**config.mk**
```make
export PLATFORM = sky130hd
export DESIGN_NAME = btn_debounce
export DESIGN_NICKNAME = d
export VERILOG_FILES = /design/src/rtl/btn_debounce.sv
export SDC_FILE = /design/constraint.sdc
export NUM_CORES = 1
export LEC_CHECK = 0
export BUFFER_PORTS_ARGS = -buffer_cell sky130_fd_sc_hd__buf_4
export CAP_MARGIN = 5
export CORE_MARGIN = 2
export CORE_UTILIZATION = 35
export CTS_CLUSTER_SIZE = 28
export DETAILED_ROUTE_END_ITERATION = 10
export PLACE_DENSITY = 0.51
export SLEW_MARGIN = 25
export SYNTH_ARGS = -nofsm -noshare
export SYNTH_HDL_FRONTEND = slang
export SYNTH_SLANG_ARGS = --single-unit
```
**constraint.sdc**
```tcl
create_clock -name clk -period 2.45 [get_ports clk]
set_input_delay 0.49 -clock clk [delete_from_list [all_inputs] [get_ports clk]]
set_output_delay 0.49 -clock clk [all_outputs]
set_load 0.01 [all_outputs]
```
**src/rtl/btn_debounce.sv**
```systemverilog
// btn_debounce: multi-channel push-button conditioner.
// Each raw button is synchronised, then debounced by a tick-sampled shift register.
// Each channel emits a clean level plus one-cycle rise and fall pulses.
// Optional long-press detection is built when BTN_LONGPRESS_EN is defined.
// Without that macro, o_long is tied to 0.
module btn_debounce #(
  parameter int unsigned CLK_HZ     = 100_000_000,
  parameter int unsigned SAMPLE_HZ  = 1_000,
  parameter int unsigned DEPTH      = 8,
  parameter int unsigned N_BTN      = 2,
  parameter int unsigned LONG_TICKS = 1_000
) (
  input  logic             clk,
  input  logic             rst,
  input  logic [N_BTN-1:0] i_btn,
  output logic [N_BTN-1:0] o_level,
  output logic [N_BTN-1:0] o_rise,
  output logic [N_BTN-1:0] o_fall,
  output logic [N_BTN-1:0] o_long
);

  localparam int unsigned DIV   = CLK_HZ / SAMPLE_HZ;
  localparam int unsigned CNT_W = (DIV < 2) ? 1 : $clog2(DIV);

  // Reject configurations that cannot debounce meaningfully.
  if (DIV < 2) begin : g_div_chk
    $error("btn_debounce: CLK_HZ/SAMPLE_HZ must be >= 2");
  end
  if (DEPTH < 2) begin : g_depth_chk
    $error("btn_debounce: DEPTH must be >= 2");
  end
  if (LONG_TICKS < 1) begin : g_long_chk
    $error("btn_debounce: LONG_TICKS must be >= 1");
  end

  logic [N_BTN-1:0]            sync1_q, sync2_q;
  logic [CNT_W-1:0]            cnt_q, cnt_d;
  logic                        tick;
  logic [N_BTN-1:0][DEPTH-1:0] shreg_q, shreg_d;
  logic [N_BTN-1:0]            level_q, level_d;
  logic [N_BTN-1:0]            rise_q, rise_d;
  logic [N_BTN-1:0]            fall_q, fall_d;

  // Shared sample tick and per-channel shift/level decisions.
  // The level update uses the freshly shifted value, so it lands on the tick edge itself.
  always_comb begin
    tick    = (cnt_q == CNT_W'(DIV - 1));
    cnt_d   = tick ? '0 : cnt_q + CNT_W'(1);
    shreg_d = shreg_q;
    level_d = level_q;
    rise_d  = '0;
    fall_d  = '0;
    for (int i = 0; i < int'(N_BTN); i++) begin
      if (tick) begin
        shreg_d[i] = {shreg_q[i][DEPTH-2:0], sync2_q[i]};
        if ((&shreg_d[i]) && !level_q[i]) begin
          level_d[i] = 1'b1;
          rise_d[i]  = 1'b1;
        end else if (!(|shreg_d[i]) && level_q[i]) begin
          level_d[i] = 1'b0;
          fall_d[i]  = 1'b1;
        end
      end
    end
  end

  // Synchroniser, tick counter, shift registers and registered level/pulses.
  always_ff @(posedge clk) begin
    if (rst) begin
      sync1_q <= '0;
      sync2_q <= '0;
      cnt_q   <= '0;
      shreg_q <= '0;
      level_q <= '0;
      rise_q  <= '0;
      fall_q  <= '0;
    end else begin
      sync1_q <= i_btn;
      sync2_q <= sync1_q;
      cnt_q   <= cnt_d;
      shreg_q <= shreg_d;
      level_q <= level_d;
      rise_q  <= rise_d;
      fall_q  <= fall_d;
    end
  end

  assign o_level = level_q;
  assign o_rise  = rise_q;
  assign o_fall  = fall_q;

`ifdef BTN_LONGPRESS_EN
  localparam int unsigned HOLD_W = $clog2(LONG_TICKS + 1);

  logic [N_BTN-1:0][HOLD_W-1:0] hold_q, hold_d;
  logic [N_BTN-1:0]             long_q, long_d;

  // Count held ticks after a rise. The counter saturates so only one long pulse occurs per press.
  always_comb begin
    hold_d = hold_q;
    long_d = '0;
    for (int i = 0; i < int'(N_BTN); i++) begin
      if (!level_q[i] || rise_q[i]) begin
        hold_d[i] = '0;
      end else if (tick && (hold_q[i] != HOLD_W'(LONG_TICKS))) begin
        hold_d[i] = hold_q[i] + HOLD_W'(1);
        if (hold_q[i] == HOLD_W'(LONG_TICKS - 1)) begin
          long_d[i] = 1'b1;
        end
      end
    end
  end

  // Hold counters and registered long-press pulse.
  always_ff @(posedge clk) begin
    if (rst) begin
      hold_q <= '0;
      long_q <= '0;
    end else begin
      hold_q <= hold_d;
      long_q <= long_d;
    end
  end

  assign o_long = long_q;
`else
  assign o_long = '0;
`endif

endmodule

```
; Word-level counts from Yosys, hierarchy flattened
; Index checks and enable logic that the tools add are counted.
[totals]
output_inout_bits = 8
input_bits = 4
latchBits = 0
wordCells = 41
mem_bits_ro = 0
regBits = 41
ramBits = 0
mem_count = 0
[classes]
n_reduce_logical = 20
n_div = 0
muxes = 8
eq_ne = 1
n_mul = 0
add_sub_neg = 1
bitwise = 1
shifts = 0
n_lt_le_gt_ge = 0
[ops]
columns = cell, n
row1 = $add A17 B1 Y17 const B, 1
row2 = $eq A17 B17 Y1 const B, 1
row3 = $reduce_and A8 Y1, 2
row4 = $reduce_or A8 Y1, 2
row5 = $mux W1, 8
row6 = $reduce_or A3 Y1, 2
row7 = $logic_and A1 B1 Y1, 4
row8 = $logic_not A1 Y1, 4
row9 = $reduce_and A2 Y1, 2
row10 = $reduce_bool A2 Y1, 2
row11 = $reduce_or A2 Y1, 2
row12 = $not A1 Y1, 1

; Logic depth before layout (Yosys ltp)
; Gate-level depths: netlist of run 1.
[logic_depth]
depth_word = 5
mapped_depth = 6
depth_no_buf = 5

; Worst setup path after synthesis of run 1
; No wires, ideal clock.
[synth_path]
path_kind = reg-to-reg
startpoint = register cnt_q[0]
endpoint = register shreg_q[0] in the netlist's numbering
slack_ns = 0.701
path_stages_with_launch = 7
setup_time_ns = 0.117
t_required_ns = 2.333
path_buffers = 1
arrival_ns = 1.632
synth_period_minus_slack_ns = 1.749
cell_sequence = dfxtp_1 > ha_1 > and3_1 > nand2_2 > o21a_1 > clkbuf_1 > a22o_1
[synth_via]
elab_chain_cells = 1
[synth_lines]
columns = element, line_no
row1 = start: declaration, 37  ; logic [CNT_W-1:0] cnt_q, cnt_d;
row2 = start signal: assignment, 80  ; cnt_q <= cnt_d;
row3 = $eq A17 B17 Y1, 47  ; tick = (cnt_q == CNT_W'(DIV - 1));
row4 = end signal: assignment, 81  ; shreg_q <= shreg_d;
row5 = end: declaration, 39  ; logic [N_BTN-1:0][DEPTH-1:0] shreg_q, shreg_d;
; Every way passes these cells.
; A chain may end at the register's enable or synchronous reset.

; Worst setup path in the final report of run 1
[layout_path]
startpoint = register cnt_q[0]
endpoint = register shreg_q[3] in the netlist's numbering
; Same word-level chain as after synthesis.

==> results of run 1 <==
[routing by layer]
layer / track usage [%] / wire length (um) / vias up
met5: 0 / 0 / -
met4: 6.38 / 61 / 0
met3: 4.03 / 112 / 6
met2: 19.3 / 1260 / 18
met1: 17.6 / 1650 / 577
li1: - / - / 627
[per-stage QoR]
step | total power [mW] | utilization (%)
4_1_cts | 1.28 | 42.1
3_3_place_gp | 0.724 | 39.4
3_5_place_dp | 0.725 | 39.4
2_1_floorplan | 0.715 | -
6_report | 1.27 | 42.1
5_1_grt | 1.32 | 42.1
[worst max-delay path, stage by stage (launching register included)]
cell,delay [ns]
sky130_fd_sc_hd__dfxtp_1,0.40
sky130_fd_sc_hd__ha_1,0.25
sky130_fd_sc_hd__and3_1,0.31
sky130_fd_sc_hd__nand2_2,0.16
sky130_fd_sc_hd__o21a_1,0.41
sky130_fd_sc_hd__a22o_1,0.31
[power groups by stage]
stage          Sequential, mW  Clock, mW  Combinational [mW]
2_1_floorplan           0.694          0              0.0216
3_3_place_gp            0.695          0              0.0292
3_5_place_dp            0.696          0              0.0291
4_1_cts                 0.680      0.572              0.0293
5_1_grt                 0.682      0.603              0.0331
6_report                0.680      0.564              0.0284
[registers in the layout, indices dropped and copies added, names as in the netlist]
| register | flops |
|---|---|
| o_level | 2 |
| cnt_q | 17 |
| shreg_q | 14 |
| o_fall | 2 |
| o_rise | 2 |
| sync1_q | 2 |
| sync2_q | 2 |
[worst max-delay path by stage]
stage                     startpoint           to  slack, ns  cells past startpoint
final                       cnt_q[0]   shreg_q[3]       0.51                      5
after global routing        cnt_q[0]   shreg_q[5]       0.35                      5
after CTS                   cnt_q[1]   shreg_q[6]       0.51                      5
after detailed placement    cnt_q[0]  shreg_q[10]       0.54                      5
after global placement      cnt_q[0]    o_rise[0]       0.58                      5
after floorplan             cnt_q[0]   shreg_q[0]       0.70                      6
[cells in the final DEF, fill, tap and decap left out, types with 2 or more instances in the layout]
cell	count
sky130_fd_sc_hd__nor2b_1	4
sky130_fd_sc_hd__nand2_2	3
sky130_fd_sc_hd__inv_1	5
sky130_fd_sc_hd__or3_1	3
sky130_fd_sc_hd__o21ai_1	2
sky130_fd_sc_hd__xnor2_1	12
sky130_fd_sc_hd__dfxtp_1	41
sky130_fd_sc_hd__nand4b_1	2
sky130_fd_sc_hd__nor4_1	10
sky130_fd_sc_hd__nand2_1	6
sky130_fd_sc_hd__nand4_1	6
sky130_fd_sc_hd__nor3_1	5
sky130_fd_sc_hd__conb_1	2
sky130_fd_sc_hd__nor2_1	18
sky130_fd_sc_hd__nand4_2	2
sky130_fd_sc_hd__nand3_1	6
sky130_fd_sc_hd__o311ai_1	2
sky130_fd_sc_hd__clkbuf_8	6
sky130_fd_sc_hd__a22o_1	14
sky130_fd_sc_hd__buf_4	10
sky130_fd_sc_hd__a21oi_1	2
[final cells by class]
type	count	area, um^2
Clock buffer	6	82.6
Clock inverter	2	37.5
Fill cell	433	2570
Inverter	6	22.5
Multi-Input combinational cell	114	767
Sequential cell	41	821
Tap cell	52	65.1
Timing Repair Buffer	10	75.1
[cell families after synthesis]
kind of cell / Yosys count / synth area share (%)
compound gates: 24 / 11.9
other cells: 1 / 0.228
flops: 41 / 49.9
buf+inv: 12 / 3.73
fa+ha+maj: 1 / 0.760
simple gates: 74 / 26.5
xor+xnor: 13 / 6.92
==> summary.md, run 1 <==
| Metric | Value |
|---|---|
| Per-cell via count in the routed design | 5.32 |
| Synthesized netlist cell count | 166 |
| Layout cells sized above 1 | 16.2% |
| Number of register bits inferred by synthesis | 41 |
| EDFF count, synth | 0 |
| Proportion of synthesized chip area in sequential cells | 49.9% |
| Clock Tree Buf Depth | 2 |
| Net count, final | 183 |
| Area of the core | 0.00444 mm^2 |
| Endpoint of the lowest-slack register-to-register path | shreg_q[3] |
| R2r setup slk | 0.51 ns |
| Weighted congestion reported at the end of routability-driven placement | 0.831 |
| Die boundary width | 72.6 um |
| Fraction of synthesis flops using an asynchronous set or reset pin | 0% |
| Clock buffer count from CTS | 5 |
| Number of antenna violations at the first check in global routing | 0 |
| Result of the run | completed |
| RSZ-0062 raised after global routing | false |
| IO Pins | 12 |
| Min setup slack post-route | 0.509 ns |
| Number of optimization iterations in the first detailed-route pass | 4 |
| Total routing resource utilization after global routing | 13.2% |
| Final Setup Violations | 0 |
| Finished Layout Cells | 231 |
| Rel. slew slack | 65.4% |
| Number of max-cap violations | 0 |
| Pin slew with the least headroom to its limit | 0.520 ns |
| Share of the synthesized area in the top cell type | 49.9% |
| Total number of vias | 1228 |
| Area contributors post-synth | sky130_fd_sc_hd__dfxtp_1 (50%), sky130_fd_sc_hd__a22o_1 (7.5%), sky130_fd_sc_hd__xnor2_1 (6.4%) |
| Top flip-flop cell by instance count after synthesis | sky130_fd_sc_hd__dfxtp_1 |
| DRC violation total after the first TritonRoute iteration | 84 |
| Maximum achievable frequency | 515 MHz |
| Max VDD drop | 0.000316 V |
| Share of the clock period used by the worst path | 79.2% |
| Share of total power in sequential cells | 53.4% |
| Register clock-pin slew on the reported worst setup and hold paths | 0.08 ns |
| Clock skew | 0.00951 ns |
| Critical Path Sink Type | flop |
| Kind of path behind the tightest hold check | input pin to flop |
| Hold endpoint | sync1_q[1] |
| Pin count of the biggest net entering global routing | 16 |
| Setup Total Neg Slack | 0 ns |
| Pins Over Slew Limit | 0 |
| Final WL | 3.09 mm |
| Clock latency on the worst-skew pair | 0.29 ns |
| Vertical extent of the die | 72.6 um |
| Wire length of the first global-routing pass | 5.42 mm |
| Cell Area, Synth | 0.00165 mm^2 |
| Cts repair resizes | 0 |
| Placed wire-length estimate after detailed placement | 2.19 mm |
| Leakage power figure | 0.635 nW |
| Die outline area | 0.00527 mm^2 |
| Logic depth of the worst register-to-register path | 5 |
| RR Startpoint | cnt_q[0] |
| Critical hold path startpoint | i_btn[1] |
| Shortest clock period the worst path allows after layout | 1.94 ns |
| Cell with the most instances after synthesis | sky130_fd_sc_hd__dfxtp_1 |
| Synthesized area divided by synthesized cell count | 9.91 um^2 |
| Area growth from synthesis to layout | 13.7% |
| Top cells by instance count after synthesis | sky130_fd_sc_hd__dfxtp_1 (41), sky130_fd_sc_hd__nor2_1 (18), sky130_fd_sc_hd__a22o_1 (14) |
| Std-Cell Rows | 24 |
| Pwr/cell area | 680 mW/mm^2 |
| Number of cells on the worst hold path | 2 |
| Total congestion overflow after global routing | 0 |
| Number of warnings issued by yosys | 0 |
| Count of buffers added by post-CTS timing repair for setup | 0 |
| Cell count after placement | 223 |
| Post-detailed-route DRC marker count | 0 |
| Unique masters post-synth | 39 |
| Number of hold buffers added after cts | 0 |
| Combinational power share | 2.2% |
| Post-detailed-placement cell area | 0.00175 mm^2 |
| Pre-CTS setup slack | 0.539 ns |
| Startpoint types | flop |
| Worst Path Class, Setup | flop to flop |
| Number of antenna repair diodes | 0 |
| Master cell of the clock root buffer | sky130_fd_sc_hd__clkbuf_8 |
| Switching Share | 20.3% |
| Antenna viol nets, final | 0 |
| Internal power of the cells | 1.01 mW |
| Total of buffers placed on input and output ports | 9 |
| Final hold slack | 0.403 ns |
| Library cell with the largest summed area after synthesis | sky130_fd_sc_hd__dfxtp_1 |
| Worst EP arrival | 2.13 ns |
| Fin. Hold Viols | 0 |
| Clock net sink count | 41 |
| WL per Instance | 13.4 um |
| Number of global-route vias before repair | 1161 |
| Effective utilization at floorplan | 37.0% |
| Cell area after layout | 0.00187 mm^2 |
| Largest fanout on the critical path | 15 |
| Number of levels the H-tree was split into | 2 |
| Clock network fraction of total power | 44.3% |
| Switching Power | 0.258 mW |
| WP data required | 2.64 ns |
| TritonCTS clock tree | yes |
No activity file was read; power rests on OpenSTA's default activity.
==> run 2, diff against run 1 <==
Settings changed: ABC_AREA set to 1.
Clock period 2.45 ns to 1.95 ns, I/O delays scaled along.
==> summary.md, run 2 <==
| Metric | Value |
|---|---|
| Result of the run | completed |
| Net count, final | 254 (+39%) |
| Area of the core | 0.00501 mm^2 (+13%) |
| Share of the synthesized area in the top cell type | 45.8% (-4.0 points) |
| Total number of vias | 1474 (+20%) |
| Library cell with the largest summed area after synthesis | sky130_fd_sc_hd__dfxtp_1 |
| RSZ-0062 raised after global routing | false |
| Overall power | 1.59 mW (+25%) |
| Number of levels the H-tree was split into | 2 (unchanged) |
| Effective utilization at floorplan | 35.7% (-1.3 points) |
| Clock net sink count | 41 (unchanged) |
| Number of warnings issued by yosys | 0 (unchanged) |
| Pins Over Slew Limit | 0 (unchanged) |
| Clock latency on the worst-skew pair | 0.29 ns (about the same) |
| Kind of path behind the tightest hold check | input pin to flop |
| Finished Layout Cells | 320 (+39%) |
| Number of filler cells placed in the layout | 547 (+26%) |
| GRT busiest layer | met2 |
| Largest fanout on the critical path | 18 (+3) |
| Register clock-pin slew on the reported worst setup and hold paths | 0.08 ns (about the same) |
| Clock buffer count from CTS | 5 (unchanged) |
| Final Setup Violations | 0 (unchanged) |
| Leading cell types in the layout, fill and taps excluded | sky130_fd_sc_hd__dfxtp_1 (41), sky130_fd_sc_hd__nor2_1 (37), sky130_fd_sc_hd__nand2_1 (34) |
| Max VDD drop | 0.000421 V (+33%) |
| Fraction of synthesis flops using an asynchronous set or reset pin | 0% (unchanged) |
| Share of the clock period used by the worst path | 82.1% (+2.9 points) |
| Die boundary width | 75.5 um (+4.1%) |
| EDFF count, synth | 0 (unchanged) |
| Largest registers | cnt_q (17), shreg_q (14) |
| IO Pins | 12 (unchanged) |
| Total congestion overflow after global routing | 0 (unchanged) |
| Count of buffers added by post-CTS timing repair for setup | 0 (unchanged) |
| Pin count of the biggest net entering global routing | 24 (+8) |
| Number of hold buffers added after cts | 0 (unchanged) |
| Clock Tree Buf Depth | 2 (unchanged) |
| Area contributors post-synth | sky130_fd_sc_hd__dfxtp_1 (46%), sky130_fd_sc_hd__nor2_1 (7.8%), sky130_fd_sc_hd__nand3_1 (7.5%) |
| DRC violation total after the first TritonRoute iteration | 55 (-35%) |
| Critical Path Sink Type | flop |
| Fraction of met3 tracks used by global routing | 4.10% (+0.073 points) |
| Number of max-cap violations | 0 (unchanged) |
| Top flip-flop cell by instance count after synthesis | sky130_fd_sc_hd__dfxtp_1 |
| GRT met2 Usage | 22.8% (+3.5 points) |
| Shortest clock period the worst path allows after layout | 1.60 ns (-0.339 ns) |
| TritonCTS clock tree | yes |
| Startpoint types | flop |
| Worst Path Class, Setup | flop to flop |
| Master cell of the clock root buffer | sky130_fd_sc_hd__clkbuf_8 |
| Rel. slew slack | 66.2% (+0.80 points) |
| Cell Area, Synth | 0.00179 mm^2 (+8.8%) |
| Number of antenna repair diodes | 0 (unchanged) |
| Met1 layer usage reported by global route | 17.2% (-0.44 points) |
| Cell with the most instances after synthesis | sky130_fd_sc_hd__dfxtp_1 |
| Proportion of synthesized chip area in sequential cells | 45.8% (-4.0 points) |
| Total of buffers placed on input and output ports | 9 (unchanged) |
| Setup Total Neg Slack | 0 ns (unchanged) |
| Number of register bits inferred by synthesis | 41 (unchanged) |
| Leakage power figure | 0.738 nW (+16%) |
| Post-detailed-route DRC marker count | 0 (unchanged) |
| Cell count after placement | 312 (+40%) |
| Pwr/cell area | 785 mW/mm^2 (+15%) |
| Synthesized netlist cell count | 238 (+43%) |
| Area growth from synthesis to layout | 13.3% |
| Fin. Hold Viols | 0 (unchanged) |
| Antenna viol nets, final | 0 (unchanged) |
| Number of antenna violations at the first check in global routing | 0 (unchanged) |
| Most frequent standard cell in the layout excluding fill and tap cells | sky130_fd_sc_hd__dfxtp_1 |
| WP data required | 2.14 ns (-0.50 ns) |
| Std-Cell Rows | 26 (+8.3%) |
| Unique masters post-synth | 28 (-28%) |
| Maximum achievable frequency | 624 MHz (+21%) |
| Total routing resource utilization after global routing | 13.7% (+0.52 points) |
| Number of flip-flops in the largest register | 17 (unchanged) |
| Weighted congestion reported at the end of routability-driven placement | 0.773 (-6.9%) |
| Layout cells sized above 1 | 12.4% (-3.8 points) |
| Cts repair resizes | 0 (unchanged) |
| Vertical extent of the die | 75.5 um (+4.1%) |
| Synthesized area divided by synthesized cell count | 7.52 um^2 (-24%) |
| Worst EP arrival | 1.79 ns (-0.34 ns) |
| Number of global-route vias before repair | 1389 (+20%) |
| Placed wire-length estimate after detailed placement | 2.41 mm (+10%) |
| Die outline area | 0.00570 mm^2 (+8.3%) |
| WL per Instance | 10.4 um (-22%) |
| Per-cell via count in the routed design | 4.61 (-13%) |
| Pin slew with the least headroom to its limit | 0.504 ns (-0.0159 ns) |
| Number of optimization iterations in the first detailed-route pass | 4 (unchanged) |
| Wire length of the first global-routing pass | 5.99 mm (+11%) |
| Top cells by instance count after synthesis | sky130_fd_sc_hd__dfxtp_1 (41), sky130_fd_sc_hd__nor2_1 (37), sky130_fd_sc_hd__nand2_1 (34) |
| Final WL | 3.34 mm (+8.0%) |
| Biggest register | cnt_q |
| Clock skew | 0.00699 ns (-0.00251 ns) |
-- run 2: cell types whose count changed after synthesis, moves of 5 or more --
cell	before	now
sky130_fd_sc_hd__nor4_1	10	0
sky130_fd_sc_hd__nor2_1	18	37
sky130_fd_sc_hd__nand2_1	6	34
sky130_fd_sc_hd__xnor2_1	12	1
sky130_fd_sc_hd__a22o_1	14	0
sky130_fd_sc_hd__o21ai_0	1	6
sky130_fd_sc_hd__nand3_1	6	27
sky130_fd_sc_hd__nand4_1	6	11
sky130_fd_sc_hd__inv_1	5	30
-- run 2: layer usage --
metal | up-vias | routed length [um]
li1 | 785 | -
met1 | 668 | 1620
met2 | 16 | 1550
met3 | 5 | 109
met4 | 0 | 49
met5 | - | 0
-- run 2: layout make-up --
class / instances / area (um^2) / share of cell area, %
inverter: 34 / 128 / 6.29
multi-input combinational: 156 / 782 / 38.5
clock inverter: 1 / 30.0 / 1.48
clock buffer: 7 / 86.3 / 4.25
tap: 70 / 87.6 / 4.32
sequential: 41 / 821 / 40.4
timing repair buffer: 11 / 95.1 / 4.69
-- run 2: cell families (layout without fill, tap and decap cells) --
family                     count (synthesis)  in the layout  synth area share [%]
buffers and inverters                     42             53                  10.7
adders and majority gates                  1              1                 0.699
xor gates and xnor gates                   5              5                  2.45
DFF                                       41             41                  45.8
AOI/OAI and AO/OA                         21             21                  6.29
other                                      1              2                 0.209
and+or+nand+nor                          127            127                  33.8
-- run 2: worst max-delay path: stages (launching register included) --
cell and delay, ns:
sky130_fd_sc_hd__dfxtp_1 0.35, sky130_fd_sc_hd__ha_1 0.17, sky130_fd_sc_hd__nand2_1 0.11, sky130_fd_sc_hd__nor2_1 0.15, sky130_fd_sc_hd__nand3_2 0.10, sky130_fd_sc_hd__nor2_4 0.35, sky130_fd_sc_hd__nand2_1 0.14, sky130_fd_sc_hd__nand2_1 0.08
sky130_fd_sc_hd__nand2_1 0.05
-- run 2: worst paths after layout --
check	startpoint	end	slack, ns	depth (start not counted)
setup reg to reg	cnt_q[0]	o_level[0]	0.35	8
hold reg to reg	sync1_q[1]	sync2_q[1]	0.40	2
hold / removal	i_btn[0]	sync1_q[0]	0.30	3
setup / recovery	cnt_q[0]	o_level[0]	0.35	8
-- run 2: through the flow --
| stage | setup slack (ns) | utilization [%] | hold slack, ns | cell area (um^2) |
|---|---|---|---|---|
| 2_1_floorplan | 0.563 | - | 0.388 | 1790 |
| 3_3_place_gp | 0.353 | 38.2 | 0.389 | 1910 |
| 3_5_place_dp | 0.344 | 38.2 | 0.398 | 1910 |
| 4_1_cts | 0.328 | 40.5 | 0.288 | 2030 |
| 5_1_grt | 0.111 | 40.5 | 0.301 | 2030 |
| 6_report | 0.348 | 40.5 | 0.296 | 2030 |
-- run 2: report_power, final --
group	switching, mW	internal (mW)
Clock	0.280	0.417
Combinational	0.0282	0.0164
Sequential	0.00498	0.845
